### config.mk
export PLATFORM = sky130hd
export DESIGN_NAME = ball_operand_loader
export DESIGN_NICKNAME = d
export VERILOG_FILES = /design/src/rtl/ball_pkg.sv /design/src/rtl/ball_operand_loader.sv
export SDC_FILE = /design/constraint.sdc
export NUM_CORES = 1
export LEC_CHECK = 0
export BUFFER_PORTS_ARGS = -buffer_cell sky130_fd_sc_hd__buf_2
export CAP_MARGIN = 20
export CORE_UTILIZATION = 55
export CTS_CLUSTER_SIZE = 30
export DETAILED_ROUTE_END_ITERATION = 12
export GPL_TIMING_DRIVEN = 0
export PLACE_DENSITY = 0.81
export SYNTH_ARGS = -nofsm -noshare
export SYNTH_HDL_FRONTEND = slang
export SYNTH_SLANG_ARGS = --single-unit
### constraint.sdc
create_clock -name clk -period 3.9 [get_ports clk]
set_clock_uncertainty 0.1 [all_clocks]
set_input_delay 0.585 -clock clk [delete_from_list [all_inputs] [get_ports clk]]
set_output_delay 0.585 -clock clk [all_outputs]
set_load 0.05 [all_outputs]
### src/rtl/ball_pkg.sv
// Shared definitions for the ball2004 checker datapath: operand width,
// run-counter width and the operand loader state encoding.
package ball_pkg;

   localparam int W     = 3;
   localparam int CNT_W = 8;

   typedef enum logic [3:0] {
      LOAD_X = 4'b0001,
      LOAD_Y = 4'b0010,
      LOAD_Z = 4'b0100,
      HOLD   = 4'b1000
   } state_e;

endpackage

### src/rtl/ball_operand_loader.sv
// Collects X, Y, Z over valid/ready and holds them frozen until ops_ack; ops_valid 1 cycle after the Z transfer.
// in_ready is low while a set is held, and also for the first cycle out of reset.
module ball_operand_loader #(
   parameter int W     = ball_pkg::W,
   parameter int CNT_W = ball_pkg::CNT_W
) (
   input  logic             clk,
   input  logic             rst_n,
   input  logic             in_valid,
   output logic             in_ready,
   input  logic [W-1:0]     in_data,
   input  logic             flush,
   output logic             ops_valid,
   output logic [W-1:0]     x,
   output logic [W-1:0]     y,
   output logic [W-1:0]     z,
   output logic             ops_ordered,
   input  logic             ops_ack,
   output logic [CNT_W-1:0] run_count,
   output logic             err
);

   import ball_pkg::*;

   localparam logic [CNT_W-1:0] CNT_MAX = {CNT_W{1'b1}};
   localparam logic [CNT_W-1:0] CNT_ONE = {{(CNT_W-1){1'b0}}, 1'b1};

   state_e           state_q, state_d;
   logic [W-1:0]     x_q, x_d, y_q, y_d, z_q, z_d;
   logic             ops_valid_q, ops_valid_d;
   logic             ops_ordered_q, ops_ordered_d;
   logic [CNT_W-1:0] run_count_q, run_count_d;
   logic             err_q, err_d;
   logic             live_q, live_d;
   logic             xfer;

   // live_q keeps in_ready low for the cycle in which reset is applied.
   assign in_ready = live_q && (state_q != HOLD);
   assign xfer     = in_valid && in_ready;

   always_comb begin
      state_d       = state_q;
      x_d           = x_q;
      y_d           = y_q;
      z_d           = z_q;
      ops_valid_d   = ops_valid_q;
      ops_ordered_d = ops_ordered_q;
      run_count_d   = run_count_q;
      err_d         = err_q;
      live_d        = 1'b1;

      if (flush) begin
         state_d     = LOAD_X;
         ops_valid_d = 1'b0;
      end else begin
         if (ops_ack && (state_q != HOLD)) begin
            err_d = 1'b1;
         end
         case (state_q)
            LOAD_X: if (xfer) begin
               x_d     = in_data;
               state_d = LOAD_Y;
            end
            LOAD_Y: if (xfer) begin
               y_d     = in_data;
               state_d = LOAD_Z;
            end
            LOAD_Z: if (xfer) begin
               z_d           = in_data;
               ops_ordered_d = (x_q < y_q) && (y_q < in_data);
               ops_valid_d   = 1'b1;
               state_d       = HOLD;
            end
            HOLD: if (ops_ack) begin
               ops_valid_d = 1'b0;
               state_d     = LOAD_X;
               if (run_count_q != CNT_MAX) begin
                  run_count_d = run_count_q + CNT_ONE;
               end
            end
            default: state_d = LOAD_X;
         endcase
      end
   end

   always_ff @(posedge clk) begin
      if (!rst_n) begin
         state_q       <= LOAD_X;
         x_q           <= '0;
         y_q           <= '0;
         z_q           <= '0;
         ops_valid_q   <= 1'b0;
         ops_ordered_q <= 1'b0;
         run_count_q   <= '0;
         err_q         <= 1'b0;
         live_q        <= 1'b0;
      end else begin
         state_q       <= state_d;
         x_q           <= x_d;
         y_q           <= y_d;
         z_q           <= z_d;
         ops_valid_q   <= ops_valid_d;
         ops_ordered_q <= ops_ordered_d;
         run_count_q   <= run_count_d;
         err_q         <= err_d;
         live_q        <= live_d;
      end
   end

   assign ops_valid   = ops_valid_q;
   assign x           = x_q;
   assign y           = y_q;
   assign z           = z_q;
   assign ops_ordered = ops_ordered_q;
   assign run_count   = run_count_q;
   assign err         = err_q;

   // The checker samples x/y/z over several cycles, so a held set must not move.
   a_ops_stable: assert property (@(posedge clk) disable iff (!rst_n)
      (ops_valid_q && $past(ops_valid_q)) |->
         (x_q == $past(x_q) && y_q == $past(y_q) && z_q == $past(z_q) &&
          ops_ordered_q == $past(ops_ordered_q)));

endmodule

==> metrics.txt, run 1 <==
vias in the first global route=1188; synthesis-stage register bit count=25; area of the core=2230 µm²; sequential share of the synthesized area=0.380; crit end category=output port; pin count of the biggest net entering global routing=14; status=complete, no violations; Initial DRC Count=46; clk root buf=clkbuf_4; Post-synth top flop=dfxtp_1; Starting Density=0.590; Final Hold Vio Count=0; CTS tree=done; initial antenna violation count=0; DR pass1 iterations=4; post_cts resized=0; H-tree depth=1; synth top area cells=dfxtp_1, mux2i_1, nand2_1; Syn Inst Count=152; complex-gate fraction of the synthesized area=0.190; layout net count=198; Die H=50.9 µm; worst flop-to-flop path startpoint=state_q[0]; Clock Latency Late Sink=0.32 ns; Mapped Area=1320 µm²; Post-Synth Simple-Gate Area=0.258; routed length per placed instance=14.1 µm; Critical Path AT=1.82 ns; Die Area=2600 µm²; unrepaired setup endpoints after global routing=false; EDFF count, synth=0; Num CTS Buffers=3; crit share post-route=0.642; Synth top area share=0.380; multiplexer area fraction after synthesis=0.0684; first-pass GRT wire length=5090 µm; postcts setup bufs=0; Die Width=50.9 µm; xor and xnor fraction of the mapped netlist area=0; Reg2Reg Capture Point=run_count[7]; Rows=17; yosys warns=0; grt total ovfl=0; Num Clock Sinks=25; Power Dens Cells=276 nW/µm²; main combinational cell family by area after synthesis=simple AND/OR/NAND/NOR gates; async set-reset flop share out of synthesis=0; total power draw=0.419 mW; DRC viols=0; post-synthesis adder-cell area fraction=0.0475; largest area contributor in the netlist=dfxtp_1; Final Core Density=0.680; Critical Path Start=state_q[0]; Crit Path Class=flip-flop to output port; r2r setup slk=1.93 ns; Max VDD drop=230 µV; Worst-path clk slew=0.14 ns; Post-Syn Nets=165; max cap viols=0; Worst-Margin Slew=0.808 ns; syn avg cell area=8.67 µm²; final setup vio count=0; CP Launch Type=flip-flop; maximum clock frequency=399 MHz; layout cell share with drive strength beyond 1=0.201; PortBufs=28; r2r worst-path depth=5; Via density=5.98; min Tclk post-route=2.51 ns; gpl congestion=0.931; worst-case clock buffer depth=2; via total after detailed routing=1268; required time of the critical path=3.21 ns; synth cell count leaders=dfxtp_1, nand2_1, nand3_1; slew margin rel.=0.454; io pins=29; setup_tns=0 ns; Layout area overhead=15.3%; hold path depth=1; critical path endpoint=in_ready; P_leak=0.648 nW; Total GRT Usage=0.258; most common cell in the netlist=dfxtp_1; max-slew violations=0; worst-path fanout max=10; Synth cell types=44; HPWL after DPL=2240 µm; WL final=3000 µm; Final ANT Viol Nets=0; Hold Crit Class=input port to flip-flop; ant diodes=0; Post-CTS Hold Buffers=0
## worst min path at each step
stage                     slack (ns)       start          to
after CTS                       0.27       rst_n      live_q
final                           0.27       rst_n      live_q
after global placement          0.35         err         err
after detailed placement        0.37        z[2]        z[2]
after global routing            0.27       rst_n      live_q
after floorplan                 0.40  state_q[3]  state_q[1]
## critical path, stage by stage, from the launching register on
cell and delay, ns:
dfxtp_1 0.33, buf_6 0.13, or4b_1 0.49, clkbuf_2 0.17, and2_1 0.17, buf_2 0.20
## registers in the layout (all words and copies together) (netlist names)
register,cells
ops_ordered,1
live_q,1
x,3
ops_valid,1
run_count,8
err,1
z,3
y,3
state_q,4
## placed cells by master, fill, tap and decap left out, drive strengths merged, types with 2 or more instances in the layout
cell    count
nand4       2
nand2b      3
nor2b       3
clkbuf     10
buf        30
mux2i       9
and3        2
inv         9
ha          5
nor3b       3
o21ai       8
dfxtp      25
and2        3
nor2        5
nor4b       2
nand3b      2
a31oi       3
o41ai       2
o21a        2
a311oi      3
nand3      11
a21oi       5
or4b        2
nand2      18
o211a       2
## area by class of cell
cell class | instances | area, µm²
well taps | 28 | 35.0
clock buffers | 4 | 26.3
plain buffers | 8 | 40.0
fillers | 181 | 714
inverters | 9 | 33.8
repair buffers | 28 | 140
multi-input cells | 110 | 743
flip-flops and latches | 25 | 500
## per-stage QoR
step | std cells | area, µm² | hold slack, ns | setup WS (ns)
floorplan | 152 | 1320 | 0.402 | 1.85
global placement | 208 | 1490 | 0.348 | 1.78
detailed placement | 208 | 1490 | 0.372 | 1.75
CTS | 212 | 1520 | 0.271 | 1.39
global route | 212 | 1520 | 0.268 | 1.32
finish | 212 | 1520 | 0.268 | 1.39
## report_power, final
group	switching (mW)	internal (mW)	leakage, nW
combinational	0.0282	0.0134	0.431
sequential	0.00232	0.258	0.202
clock	0.0768	0.0399	0.0150
total	0.107	0.312	0.648
## logic make-up after synthesis
family | after synthesis
compound gates | 35
fa+ha+maj | 5
buf+inv | 17
flops | 25
mux | 9
simple gates | 61
## metal layers
| layer | GRT usage | wire, µm |
|---|---|---|
| met1 | 0.346 | 1400 |
| met2 | 0.401 | 1440 |
| met3 | 0.0387 | 147 |
| met4 | 0.130 | 12 |
| met5 | 0 | 0 |
No activity file was read; power rests on OpenSTA's default activity.
==> inputs of run 2 (changes only) <==
--- a/config.mk
+++ b/config.mk
@@ -7,11 +7,11 @@
 export LEC_CHECK = 0
 export BUFFER_PORTS_ARGS = -buffer_cell sky130_fd_sc_hd__buf_2
 export CAP_MARGIN = 20
-export CORE_UTILIZATION = 55
+export CORE_UTILIZATION = 48
 export CTS_CLUSTER_SIZE = 30
 export DETAILED_ROUTE_END_ITERATION = 12
 export GPL_TIMING_DRIVEN = 0
-export PLACE_DENSITY = 0.81
+export PLACE_DENSITY = 0.75
 export SYNTH_ARGS = -nofsm -noshare
 export SYNTH_HDL_FRONTEND = slang
 export SYNTH_SLANG_ARGS = --single-unit
==> constraint.sdc (replaced) <==
create_clock -name clk -period 2.22 [get_ports clk]
set_clock_uncertainty 0.1 [all_clocks]
set_input_delay 0.333 -clock clk [delete_from_list [all_inputs] [get_ports clk]]
set_output_delay 0.333 -clock clk [all_outputs]
set_load 0.05 [all_outputs]
==> run 2 against run 1 <==
Effect of this change: cell count is the same; sequential power grew 76%; routed wire length grew 4.1%; critical path type unchanged; critical endpoint unchanged; largest cell class unchanged; highest routed layer unchanged.
==> metrics.txt, run 2 (synthesized netlist as in run 1, its figures left out) <==
gpl congestion=0.837; Worst-Margin Slew=0.897 ns; unrepaired setup endpoints after global routing=false; Worst-path clk slew=0.14 ns; Layout area overhead=15.8%; Total GRT Usage=0.222; Pint=0.546 mW; clock power share=0.277; status=complete, no violations; Num CTS Buffers=3; Power Dens Cells=483 nW/µm²; pin count of the biggest net entering global routing=15; Num Clock Sinks=25; PortBufs=28; Final Core Density=0.599; io pins=29; Die H=54.4 µm; Sequential Power Share=0.624; P_leak=0.646 nW; max cap viols=0; crit end category=output port; routed length per placed instance=14.7 µm; Final Hold Vio Count=0; Clock Latency Late Sink=0.31 ns; Post-Place Cells=210; clk root buf=clkbuf_4; Starting Density=0.518; crit share post-route=0.960; Final Instance Area=1530 µm²; maximum clock frequency=469 MHz; hold_ws=0.0158 ns; Die Width=54.4 µm; initial antenna violation count=0; total power draw=0.736 mW; area of the core=2540 µm²; CTS tree=done; global routing usage on met1=0.289; Critical Path AT=1.70 ns; H-tree depth=1; Initial DRC Count=56; grt total ovfl=0; pre-CTS WS=0.234 ns; Final ANT Viol Nets=0; Hold Crit Class=input port to flip-flop; max-slew violations=0; switching pwr=0.190 mW; Via density=6.03; CP Launch Type=flip-flop; required time of the critical path=1.79 ns; Post-DP Area=1500 µm²; fillers=246; DRC viols=0; worst-case clock buffer depth=2; postcts setup bufs=0; Die Area=2960 µm²; setup_tns=0 ns; Max VDD drop=330 µV; final setup vio count=0; layout cell share with drive strength beyond 1=0.214; ant diodes=0; commonest non-fill, non-tap cell in the layout=buf_2; fin cells=212; Sw Ratio=0.259; met3 Use GR=0.0361; min Tclk post-route=2.13 ns; worst-path fanout max=10; GRT met2 Usage=0.372; Rows=18; Comb power frac=0.099; layout net count=196; DR pass1 iterations=4; slew margin rel.=0.394; via total after detailed routing=1278; Crit Path Class=flip-flop to output port; Post-CTS Hold Buffers=0; busiest grt layer=met2; vias in the first global route=1133; max FFs per register=8; HPWL after DPL=2290 µm; WL final=3120 µm; most frequent cells in the layout=buf_2, dfxtp_1, nand2_1, nand3_1; first-pass GRT wire length=4770 µm; Final WS setup=0.0889 ns
==> run 2: changes by cell type in the layout (fill, tap and decap cells not counted), sizes merged <==
| cell | before | now |
|---|---|---|
| clkbuf | 10 | 8 |
| clkinv | 0 | 1 |
| buf | 30 | 29 |
==> run 2: path summary, 6_finish.rpt <==
path	endpoint	cells past startpoint	slack, ns	startpoint
max	in_ready	4	0.09	state_q[0]
min	live_q	1	0.02	rst_n
max reg2reg	ops_valid	4	0.21	state_q[2]
min reg2reg	err	2	0.39	err
==> run 2: metal layers <==
layer  part of all wire  up-vias  wire, µm
met1               0.47      612      1470
met3              0.050        4       156
met4             0.0080        0        25
met2               0.47       39      1460
li1                   -      623         -
met5                  0        -         0
==> run 2: cell type report <==
| type | instances | area [µm²] | share of cell area |
|---|---|---|---|
| Sequential cell | 25 | 503 | 0.330 |
| Multi-Input combinational cell | 110 | 747 | 0.490 |
| Clock buffer | 3 | 22.5 | 0.0148 |
| Buffer | 6 | 30.0 | 0.0197 |
| Clock inverter | 1 | 5.00 | 0.00328 |
| Tap cell | 30 | 37.5 | 0.0246 |
| Inverter | 9 | 33.8 | 0.0221 |
| Timing Repair Buffer | 28 | 146 | 0.0960 |
==> run 2: power by group through the flow <==
stage / sequential [mW] / combinational [mW] / clock, mW
floorplan: 0.478 / 0.0386 / 0
global placement: 0.467 / 0.0706 / 0
detailed placement: 0.468 / 0.0719 / 0
CTS: 0.458 / 0.0737 / 0.210
global route: 0.460 / 0.0785 / 0.223
finish: 0.459 / 0.0727 / 0.204
==> run 2: repair_timing <==
action / in CTS / in global routing
resized for setup: 4 / 3
endpoints found under the setup margin: 1 / 1
pin swaps: 0 / 0
==> run 2: worst max-delay path, stage by stage (launching register included) <==
cell and delay, ns:
dfxtp_2 0.34, buf_6 0.13, or4b_4 0.57, and2_1 0.19, buf_6 0.15
==> inputs of run 3 (changes only) <==
--- a/config.mk
+++ b/config.mk
@@ -5,12 +5,12 @@
 export SDC_FILE = /design/constraint.sdc
 export NUM_CORES = 1
 export LEC_CHECK = 0
+export ABC_AREA = 1
 export BUFFER_PORTS_ARGS = -buffer_cell sky130_fd_sc_hd__buf_2
 export CAP_MARGIN = 20
 export CORE_UTILIZATION = 48
 export CTS_CLUSTER_SIZE = 30
 export DETAILED_ROUTE_END_ITERATION = 12
-export GPL_TIMING_DRIVEN = 0
 export PLACE_DENSITY = 0.75
 export SYNTH_ARGS = -nofsm -noshare
 export SYNTH_HDL_FRONTEND = slang
==> run 3 against run 2 <==
Effect of this change: total power increased by 1.5%; sequential cell count unchanged; critical endpoint unchanged; area after synthesis barely moved; core utilization is 0.34 points lower; largest cell class unchanged; clock-buffer cell count up 1.
==> metrics.txt, run 3 <==
Power Dens Cells=493 nW/µm²; ant diodes=0; Layout area overhead=15.2%; area of the core=2540 µm²; EDFF count, synth=0; r2r worst-path depth=5; PortBufs=28; Reg2Reg Capture Point=run_count[5]; crit end category=output port; CP Depth=6; Post-Syn Nets=207; initial antenna violation count=0; Final Hold Vio Count=0; Worst-Margin Slew=0.267 ns; most frequent cells in the layout=nand2_1, nor2_1, inv_1, buf_2, dfxtp_1; Critical Path AT=1.33 ns; r2r setup slk=0.71 ns; Initial DRC Count=29; HPWL after DPL=2100 µm; max FFs per register=8; synth top area cells=dfxtp_1, nand2_1, nor2_1; Sw Ratio=0.266; final setup vio count=0; gpl congestion=0.797; Hold Crit Class=input port to flip-flop; worst-case clock buffer depth=2; CP max-delay cell=dfxtp_1; commonest non-fill, non-tap cell in the layout=nand2_1; Max VDD drop=379 µV; Starting Density=0.517; pin count of the biggest net entering global routing=15; required time of the critical path=1.79 ns; largest area contributor in the netlist=dfxtp_1; unrepaired setup endpoints after global routing=false; post_cts resized=0; syn avg cell area=6.78 µm²; CP Launch Type=flip-flop; Crit Path Class=flip-flop to output port; cell mode on critical path=inv_1; vias in the first global route=1123; DRC viols=0; layout cell share with drive strength beyond 1=0.182; worst-path fanout max=6; Syn Inst Count=194; crit share post-route=0.794; Final Instance Area=1520 µm²; crit path buf inv count=3; max-slew violations=0; Final WS setup=0.457 ns; switching pwr=0.199 mW; Post-synth top flop=dfxtp_1; layout net count=239; clk root buf=clkbuf_4; postcts setup bufs=0; Post-CTS Hold Buffers=0; Clock Latency Late Sink=0.31 ns; Die Area=2960 µm²; critical-path cell list=inv_1 -> nor2_2 -> nand2_2 -> inv_1 -> nor2_1 -> buf_2; worst flop-to-flop path startpoint=run_count[0]; setup_tns=0 ns; Die H=54.4 µm; Total GRT Usage=0.210; fin cells=255; pre-CTS WS=0.739 ns; sequential share of the synthesized area=0.380; critical path endpoint=in_ready; async set-reset flop share out of synthesis=0; min Tclk post-route=1.76 ns; Synth cell types=23; Rows=18; Num CTS Buffers=3; clock power share=0.277; Synth top area share=0.380; maximum clock frequency=567 MHz; Critical Path Start=state_q[3]; WL final=2720 µm; CTS tree=done; first-pass GRT wire length=4510 µm; Sequential Power Share=0.616; total power draw=0.748 mW; status=complete, no violations; synthesis-stage register bit count=25; P_leak=0.741 nW; most common cell in the netlist=nand2_1; slew margin rel.=0.821; Post-Place Cells=251; synth cell count leaders=nand2_1, nor2_1, inv_1; routed length per placed instance=10.7 µm; Worst-path clk slew=0.14 ns; Die Width=54.4 µm; Num Clock Sinks=25; DR pass1 iterations=4; Comb power frac=0.108; delay-heaviest family, CP=flip-flops; crit-path max cell delay=0.40 ns; Final ANT Viol Nets=0; max cap viols=0; Via density=5.00; Mapped Area=1320 µm²; H-tree depth=1; Post-DP Area=1490 µm²; via total after detailed routing=1275; grt total ovfl=0; io pins=29; yosys warns=0; Pint=0.548 mW
[run 3: power by group through the flow]
stage | Clock, mW | Sequential, mW | Combinational, mW
after floorplan | 0 | 0.483 | 0.0420
after global placement | 0 | 0.470 | 0.0804
after detailed placement | 0 | 0.470 | 0.0806
after CTS | 0.213 | 0.460 | 0.0809
after global routing | 0.230 | 0.461 | 0.0910
final | 0.207 | 0.460 | 0.0807
[run 3: per-stage QoR]
stage / hold WS, ns / util
6_report: 0.172 / 0.596
3_5_place_dp: 0.334 / 0.586
2_1_floorplan: 0.261 / -
5_1_grt: 0.160 / 0.596
4_1_cts: 0.159 / 0.596
3_3_place_gp: 0.335 / 0.586
[run 3: worst min path at each step]
| stage | start | to | slack (ns) | cells past startpoint |
|---|---|---|---|---|
| final | rst_n | live_q | 0.17 | 1 |
| after global routing | rst_n | live_q | 0.16 | 1 |
| after CTS | in_data[2] | x[2] | 0.16 | 3 |
| after detailed placement | ops_valid | ops_valid | 0.33 | 2 |
| after global placement | ops_valid | ops_valid | 0.33 | 2 |
| after floorplan | rst_n | live_q | 0.26 | 0 |
[run 3: final cells by class]
class / count / area (µm²)
tap: 30 / 37.5
sequential: 25 / 500
timing repair buffer: 28 / 140
clock buffer: 4 / 26.3
inverter: 29 / 109
multi-input combinational: 139 / 703
fill: 269 / 1030
[run 3: cell families (layout without fill, tap and decap cells)]
kind of cell	count (synthesis)	count (layout)	synth area share
flops	25	25	0.380
buf+inv	30	61	0.0855
simple gates	111	111	0.385
fa+ha+maj	5	5	0.0475
compound gates	20	20	0.0817
xor+xnor	3	3	0.0200
[run 3: routing by layer]
layer / vias to the layer above / routed length (µm) / share of wire / GRT usage
met5: - / 0 / 0 / 0
met4: 0 / 17 / 0.0062 / 0.0641
met3: 4 / 76 / 0.028 / 0.0250
met2: 20 / 1370 / 0.50 / 0.398
met1: 570 / 1260 / 0.46 / 0.240
li1: 681 / - / - / -
